## src/rtl/aes_controller_output.sv

```systemverilog
// Output stage of the AES controller: buffers 128-bit result blocks (with a
// packet-last flag) in a first-word-fall-through FIFO and serialises each block
// onto a 32-bit AXI-stream-like bus, least significant word first.
module aes_controller_output #(
  parameter int unsigned BUS_DATA_WIDTH  = 32,
  parameter int unsigned FIFO_SIZE       = 16,
  parameter int unsigned FIFO_ADDR_WIDTH = 4,
  parameter int unsigned FIFO_DATA_WIDTH = 128
) (
  input  logic                       clk,
  input  logic                       reset_n,
  input  logic                       out_fifo_write_tvalid,
  output logic                       out_fifo_write_tready,
  input  logic [FIFO_DATA_WIDTH-1:0] out_fifo_wdata,
  input  logic                       out_fifo_wlast,
  output logic                       bus_tvalid,
  input  logic                       bus_tready,
  output logic [BUS_DATA_WIDTH-1:0]  bus_data,
  output logic                       bus_tlast,
  output logic                       out_fifo_empty,
  output logic                       controller_out_busy,
  output logic                       controller_out_done
);

  localparam int unsigned WORDS = FIFO_DATA_WIDTH / BUS_DATA_WIDTH;
  localparam int unsigned CNT_W = $clog2(WORDS);
  localparam logic [FIFO_ADDR_WIDTH:0]   FULL_CNT  = (FIFO_ADDR_WIDTH+1)'(FIFO_SIZE);
  localparam logic [FIFO_ADDR_WIDTH:0]   CNT_ONE   = (FIFO_ADDR_WIDTH+1)'(1);
  localparam logic [FIFO_ADDR_WIDTH-1:0] PTR_ONE   = FIFO_ADDR_WIDTH'(1);
  localparam logic [CNT_W-1:0]           WORD_ONE  = CNT_W'(1);
  localparam logic [CNT_W-1:0]           LAST_WORD = CNT_W'(WORDS - 1);

  typedef enum logic {
    ST_IDLE,
    ST_SEND
  } state_e;

  // ---------------------------------------------------------------------------
  // Result FIFO: entry = {last, block}
  // ---------------------------------------------------------------------------
  logic [FIFO_DATA_WIDTH:0]   mem_q [FIFO_SIZE];
  logic [FIFO_ADDR_WIDTH-1:0] wr_ptr_q, rd_ptr_q;
  logic [FIFO_ADDR_WIDTH:0]   count_q;
  logic                       fifo_full;
  logic                       fifo_push;
  logic                       fifo_pop;
  logic                       fifo_rd_valid;
  logic                       fifo_rd_ready;
  logic [FIFO_DATA_WIDTH:0]   fifo_rdata;

  assign fifo_full             = (count_q == FULL_CNT);
  assign fifo_rd_valid         = (count_q != '0);
  assign fifo_rdata            = mem_q[rd_ptr_q];
  assign fifo_push             = out_fifo_write_tvalid && !fifo_full;
  assign fifo_pop              = fifo_rd_valid && fifo_rd_ready;
  assign out_fifo_write_tready = !fifo_full;
  assign out_fifo_empty        = !fifo_rd_valid;

  // Storage array: written on every accepted push, never reset
  always_ff @(posedge clk) begin
    if (fifo_push) begin
      mem_q[wr_ptr_q] <= {out_fifo_wlast, out_fifo_wdata};
    end
  end

  // Pointers and occupancy; clearing them on reset discards all stored blocks
  always_ff @(posedge clk or negedge reset_n) begin
    if (!reset_n) begin
      wr_ptr_q <= '0;
      rd_ptr_q <= '0;
      count_q  <= '0;
    end else begin
      if (fifo_push) wr_ptr_q <= wr_ptr_q + PTR_ONE;
      if (fifo_pop)  rd_ptr_q <= rd_ptr_q + PTR_ONE;
      case ({fifo_push, fifo_pop})
        2'b10:   count_q <= count_q + CNT_ONE;
        2'b01:   count_q <= count_q - CNT_ONE;
        default: count_q <= count_q;
      endcase
    end
  end

  // ---------------------------------------------------------------------------
  // Serialiser FSM
  // ---------------------------------------------------------------------------
  state_e                     state_q, state_d;
  logic [CNT_W-1:0]           word_cnt_q, word_cnt_d;
  logic [FIFO_DATA_WIDTH-1:0] shreg_q, shreg_d;
  logic                       last_q, last_d;
  logic                       done_q, done_d;

  // State, shift register, word counter and done pulse registers
  always_ff @(posedge clk or negedge reset_n) begin
    if (!reset_n) begin
      state_q    <= ST_IDLE;
      word_cnt_q <= '0;
      shreg_q    <= '0;
      last_q     <= 1'b0;
      done_q     <= 1'b0;
    end else begin
      state_q    <= state_d;
      word_cnt_q <= word_cnt_d;
      shreg_q    <= shreg_d;
      last_q     <= last_d;
      done_q     <= done_d;
    end
  end

  // Next-state: load a block at IDLE or on acceptance of the final word, so
  // consecutive blocks stream without a bubble
  always_comb begin
    state_d       = state_q;
    word_cnt_d    = word_cnt_q;
    shreg_d       = shreg_q;
    last_d        = last_q;
    done_d        = 1'b0;
    fifo_rd_ready = 1'b0;
    unique case (state_q)
      ST_IDLE: begin
        if (fifo_rd_valid) begin
          fifo_rd_ready = 1'b1;
          shreg_d       = fifo_rdata[FIFO_DATA_WIDTH-1:0];
          last_d        = fifo_rdata[FIFO_DATA_WIDTH];
          word_cnt_d    = '0;
          state_d       = ST_SEND;
        end
      end
      ST_SEND: begin
        if (bus_tready) begin
          shreg_d    = shreg_q >> BUS_DATA_WIDTH;
          word_cnt_d = word_cnt_q + WORD_ONE;
          if (word_cnt_q == LAST_WORD) begin
            done_d = last_q;
            if (fifo_rd_valid) begin
              fifo_rd_ready = 1'b1;
              shreg_d       = fifo_rdata[FIFO_DATA_WIDTH-1:0];
              last_d        = fifo_rdata[FIFO_DATA_WIDTH];
              word_cnt_d    = '0;
            end else begin
              state_d = ST_IDLE;
            end
          end
        end
      end
      default: state_d = ST_IDLE;
    endcase
  end

  assign bus_tvalid          = (state_q == ST_SEND);
  assign bus_data            = shreg_q[BUS_DATA_WIDTH-1:0];
  assign bus_tlast           = (state_q == ST_SEND) && last_q && (word_cnt_q == LAST_WORD);
  assign controller_out_busy = (state_q == ST_SEND) || fifo_rd_valid;
  assign controller_out_done = done_q;

endmodule

```

## config.mk

```make
export PLATFORM = sky130hd
export DESIGN_NAME = aes_controller_output
export DESIGN_NICKNAME = d
export VERILOG_FILES = /design/src/rtl/aes_controller_output.sv
export SDC_FILE = /design/constraint.sdc
export NUM_CORES = 2
export LEC_CHECK = 0
export BUFFER_PORTS_ARGS = -buffer_cell sky130_fd_sc_hd__buf_2
export CAP_MARGIN = 10
export CORE_ASPECT_RATIO = 0.8
export CORE_UTILIZATION = 50
export CTS_CLUSTER_SIZE = 28
export DETAILED_ROUTE_END_ITERATION = 12
export GPL_ROUTABILITY_DRIVEN = 0
export HOLD_SLACK_MARGIN = 0.02
export PLACE_DENSITY = 0.66
export SYNTH_ARGS = -nofsm -noshare
export SYNTH_HDL_FRONTEND = slang
export SYNTH_SLANG_ARGS = --single-unit
```

## constraint.sdc

```tcl
create_clock -name clk -period 18 [get_ports clk]
set_input_delay 2.7 -clock clk [delete_from_list [all_inputs] [get_ports clk]]
set_output_delay 2.7 -clock clk [all_outputs]
set_load 0.01 [all_outputs]
```

; After elaboration in Yosys (flattened, before gate mapping)
; Memory sizes are Yosys's and may differ from the RTL's.
; Index checks and enable logic that the tools add are counted.
[classes]
add_sub_neg = 5
eq_ne = 7
mux = 27
bitwise_logic = 1
n_reduce_logical = 11
[ops]
columns = operator, count
row1 = 128-bit 2-to-1 mux, 4
row2 = 128-bit one-hot mux with 2 select lines, 1
row3 = 1-bit 2-to-1 mux, 13
row4 = 5-bit one-hot mux with 2 select lines, 1
row5 = "4-bit by 1-bit adder with 4-bit output, second input constant", 2
row6 = 2-bit 2-to-1 mux, 4
row7 = 1-bit one-hot mux with 2 select lines, 3
row8 = "5-bit by 1-bit adder with 5-bit output, second input constant", 1
row9 = "5-bit equality test, second input constant", 1
row10 = 5-bit nonzero test, 1
row11 = "5-bit by 1-bit subtractor with 5-bit output, second input constant", 1
row12 = "2-bit equality test, second input constant", 2
row13 = 1-bit logical AND, 4
row14 = "2-bit != test, second input constant", 2
row15 = 2-bit one-hot mux with 2 select lines, 1
row16 = 2-bit AND reduction, 2
row17 = "2-bit by 1-bit adder with 2-bit output, second input constant", 1
row18 = "2-bit by 1-bit equality test with 1-bit output, second input constant", 1
row19 = 1-bit zero test, 2
row20 = "2-bit by 1-bit != test with 1-bit output, second input constant", 1
row21 = 2-bit nonzero test, 1
row22 = 1-bit logical OR, 1
row23 = 1-bit inverter, 1
[totals]
register_bits = 146
ram_bits = 2064
input_bits = 133
output_inout_bits = 38
elab_cells = 60
memories = 1
[memory_table]
columns = name, words, word_bits, read_ports, rd_clocked_by_memory_dff, wr, line_no
row1 = mem_q, 16, 129, 1, 0, 1, 41  ; logic [FIFO_DATA_WIDTH:0] mem_q [FIFO_SIZE];

; Depth between registers and ports, before layout
[depth]
word_depth = 8
mapped_depth = 15

; Least setup slack after synthesis
; Ideal clock, no wire load.
[synth_path]
kind = input-to-reg
start = input out_fifo_write_tvalid
end = memory mem_q[3][0] (netlist bit), enable pin
arrival_time_ns = 11.952
required_time_ns = 17.225
slack_ns = 5.273
stages = 4
path_buffers = 1
path_cell_list = and2_1 > clkbuf_1 > nand2_1 > nor3_1
[synth_via]
elab_chain_len = 3
[synth_rtl]
columns = item, line_no
row1 = from (decl), 12  ; input logic out_fifo_write_tvalid,
row2 = 1-bit logical AND, 54  ; assign fifo_push = out_fifo_write_tvalid && !fifo_full;
row3 = 1-bit 2-to-1 mux, 61  ; if (fifo_push) begin
row4 = 1-bit 2-to-1 mux (not written as such), 62  ; mem_q[wr_ptr_q] <= {out_fifo_wlast, out_fifo_wdata};
row5 = to (decl), 41
; Every way passes these cells.

; Worst setup path in the final report
[layout_path]
start = register count_q[1]
end = output out_fifo_empty
[layout_via]
elab_chain_len = 2
[layout_rtl]
columns = item, line_no
row1 = from (decl), 43  ; logic [FIFO_ADDR_WIDTH:0] count_q;
row2 = from (signal assigned), 76  ; 2'b10: count_q <= count_q + CNT_ONE;
row3 = from (signal assigned), 77  ; 2'b01: count_q <= count_q - CNT_ONE;
row4 = from (signal assigned), 78  ; default: count_q <= count_q;
row5 = 5-bit nonzero test, 52  ; assign fifo_rd_valid = (count_q != '0);
row6 = 1-bit zero test, 57  ; assign out_fifo_empty = !fifo_rd_valid;
row7 = to (decl), 20  ; output logic out_fifo_empty,
; Every way passes these cells.

==> qor.txt <==
================================================================================
Cell count of the worst hold path                                              1
Hold-fix buffer count after cts                                                0
Total of flip-flops plus latches after synthesis                            2210
Number of antenna violations at the first check in global routing             29
First DRT Iteration DRCs                                                    4650
Number of buffers inserted by port buffering                                 170
Vias after detailed routing                                                40178
Maximum clock frequency                                               0.1703 GHz
Maximum number of pins on one net before global-route repair                 140
Number of enable flip-flop cells after synthesis                            2064
Sequential cell area fraction in the yosys report                         0.7801
HPWL after detailed placement                                           105.3 mm
Net Sw Power                                                            4.387 mW
Post-synthesis cell area                                             84130 sq um
Largest fanout of any net on the critical path                                45
Clock tree from TritonCTS                                                   done
Buffer depth of the longest clock path                                         3
Fillers                                                                    12159
Worst Path Required                                                     15.30 ns
Min Tclk post-route                                                     5.874 ns
Final std cell area, no fill                                         93950 sq um
Power, Total                                                            14.57 mW
H-Tree Depth                                                                   4
Clk sink count                                                              2210
Net count of the mapped netlist                                             3968
Pins over their slew limit                                                     0
Worst-case hold path end point                                      shreg_q[122]
Post-route DRC                                                                 0
Number of gates resized after cts                                              0
Peak ir drop on the vdd network                                         125.0 uV
Measured slew at the worst slew-check pin                               1.137 ns
Per-cell routed wire length                                             30.23 um
Proportion of power drawn by flip-flops and latches                        0.450
CP endpoint kind                                                      output pin
Remaining max-slew budget at the tightest pin                             0.2423
Ratio of cells with drive above 1 in the final layout                     0.2699
Area of all sequential standard cells                                65650 sq um
Multi-input combinational cell area                                  17180 sq um
Setup slack after layout                                                12.13 ns
Via density per instance                                                   6.246
Minimum setup slack after placement                                     11.76 ns
Number of cells produced by synthesis                                       3826
Power per Cell Area                                                 155.1 nW/um^2
Placement-stage cell area                                            87300 sq um
Sum of overflow across all layers after global routing                         0
Average footprint of a synthesized cell                              21.99 sq um
Result of the run                                                   finished, final reports clean
Wire length of the first global-routing pass                            284.4 mm
Distinct cell type count after synthesis                                      47
Main flop type after synthesis                                          edfxtp_1
Category of the critical setup timing path                          flip-flop to output pin
Leak pwr                                                                29.91 nW
Clock-pin transition on the worst setup and hold timing paths            0.06 ns
Worst R2R Path Depth                                                           8
Clock network latency to the later pin of the worst-skew pair            0.84 ns
Setup slack, reg-to-reg                                                 12.61 ns
Hold violation count in the final report                                       0
Startpoint of the most critical register-to-register path            rd_ptr_q[0]
Core occupancy in the finished layout                                     0.5626
Combinational cell fraction of total power                                 0.258
Boundary Pins                                                                171
First-pass detailed-route iteration total                                      6
Design internal power                                                   10.18 mW
ANT nets after route                                                           0
Ys async rst share                                                       0.06606
Setup violation total in the final timing report                               0
Area of the core                                                    167000 sq um
Die X-Extent                                                            460.6 um
TritonCTS buffer count                                                       204
Start point of the worst min-delay path                             shreg_q[122]
Setup repair after global routing missed its margin                           no
Count of maximum capacitance violations                                        0
Worst clock skew on the final layout                                  0.02623 ns
Drt total wl                                                            194.5 mm
NumNets Final                                                               4141
Initial core utilization                                                  0.5038
Count of standard-cell rows                                                  134
Warnings from Yosys                                                            0
Worst Path Arrival                                                       3.17 ns
Total negative setup slack                                                  0 ns
Die Area                                                            169900 sq um
Switch share                                                              0.3011
Kind of start point of the critical path                               flip-flop
Final critical-path share of the clock period                             0.3263
Clock share of power                                                       0.292
Cell at the root of the clock tree                                     clkbuf_16
Number of global-route vias before repair                                  40099
Classification of the worst-slack hold path                         flip-flop to flip-flop
GRT Resource Usage Total                                                  0.2318
Area delta synth->final                                                   11.67%
Die Ht                                                                  368.9 um
Worst flop-to-flop path endpoint                                     shreg_q[87]
Post-CTS Setup Bufs                                                            0
================================================================================
layer usage:
| metal | track usage | vias to the layer above | share of wire |
|---|---|---|---|
| li1 | - | 16561 | - |
| met1 | 0.3457 | 21502 | 0.42 |
| met2 | 0.3480 | 1830 | 0.46 |
| met3 | 0.05508 | 279 | 0.091 |
| met4 | 0.05577 | 6 | 0.022 |
| met5 | 0 | - | 0.00017 |
power by group through the flow:
| stage | Combinational [mW] | Sequential (mW) | Clock (mW) |
|---|---|---|---|
| 6_report | 3.76 | 6.56 | 4.25 |
| 4_1_cts | 3.81 | 6.56 | 4.32 |
| 3_3_place_gp | 3.77 | 6.64 | 0 |
| 5_1_grt | 4.01 | 6.60 | 4.51 |
| 2_1_floorplan | 2.70 | 6.55 | 0 |
| 3_5_place_dp | 3.80 | 6.66 | 0 |
sequential cells by signal, indices dropped and copies added (netlist names):
name	flops
bus_tvalid	1
controller_out_done	1
count_q	5
last_q	1
mem_q	2064
rd_ptr_q	4
shreg_q	128
word_cnt_q	2
wr_ptr_q	4
cell families after synthesis:
family / count (synthesis) / share of synthesized area
AO/OA/AOI/OAI: 544 / 0.04503
flip-flops: 2210 / 0.7801
adder cells (fa/ha/maj): 9 / 0.001338
XOR/XNOR: 14 / 0.001457
AND/OR/NAND/NOR: 181 / 0.01062
buffers and inverters: 305 / 0.01762
multiplexers: 563 / 0.1438
worst max-delay path, cell delays in order, from the launching register on:
cell and delay [ns]:
dfrtp_1 0.48, or4_4 0.61, nor2_4 0.32, buf_4 0.62
buf_2 0.25
worst max path at each step:
stage / slack (ns) / end / depth (start not counted) / start
3_3_place_gp: 11.78 / mem_q[3][122] / 7 / out_fifo_write_tvalid
4_1_cts: 12.11 / out_fifo_empty / 4 / count_q[1]
6_report: 12.13 / out_fifo_empty / 4 / count_q[1]
3_5_place_dp: 11.76 / mem_q[3][77] / 7 / out_fifo_write_tvalid
2_1_floorplan: 5.27 / mem_q[3][0] / 4 / out_fifo_write_tvalid
5_1_grt: 11.97 / shreg_q[87] / 8 / rd_ptr_q[0]
final cells by class:
| type | count | share of cell area |
|---|---|---|
| diodes | 9 | 0.0002397 |
| clock buffers | 267 | 0.05924 |
| clock inverters | 120 | 0.01101 |
| inverters | 32 | 0.001279 |
| multi-input cells | 1311 | 0.1828 |
| flip-flops and latches | 2210 | 0.6988 |
| well taps | 2244 | 0.02989 |
| repair buffers | 240 | 0.01671 |
synthesized netlist by cell type, drive strengths merged, types with 5 or more instances:
cell / instances / area share
edfxtp: 2064 / 0.74
mux4: 514 / 0.14
buf: 192 / 0.013
a22oi: 158 / 0.014
dfrtp: 146 / 0.043
a21oi: 118 / 0.0070
clkbuf: 81 / 0.0036
o22ai: 59 / 0.0044
o21ai: 52 / 0.0031
nand2: 46 / 0.0021
a221o: 43 / 0.0051
inv: 32 / 0.0014
a22o: 31 / 0.0032
nand2b: 31 / 0.0023
a31oi: 30 / 0.0022
nand3: 29 / 0.0017
nor2: 29 / 0.0013
mux2: 27 / 0.0036
a311o: 24 / 0.0029
mux2i: 22 / 0.0026
nor3: 18 / 0.0011
o22a: 18 / 0.0019
nor2b: 10 / 0.00074
ha: 9 / 0.0013
xnor2: 9 / 0.00094
xor2: 5 / 0.00052
cell usage in the layout (no fill, tap or decap), types with 15 or more instances in the layout:
master	n
o21ai_0	44
mux2i_1	22
a31oi_1	30
clkinv_2	48
inv_1	30
a21oi_1	118
clkinv_1	33
buf_4	57
nand2b_1	31
mux4_2	514
nand3_1	29
mux2_2	27
buf_2	168
nand2_1	46
nor2_1	15
edfxtp_1	2064
clkbuf_1	44
a311o_1	24
dfrtp_1	141
clkbuf_8	17
a22o_1	31
o22a_1	18
clkbuf_16	207
o22ai_1	59
a22oi_1	158
a221o_1	43
per-stage QoR:
stage / instances / hold slack [ns]
5_1_grt: 6428 / 0.5333
4_1_cts: 6423 / 0.5140
3_3_place_gp: 6036 / 0.4896
2_1_floorplan: 3826 / 0.4483
6_report: 6433 / 0.5092
3_5_place_dp: 6036 / 0.4910
(Power assumes the default switching activity.)
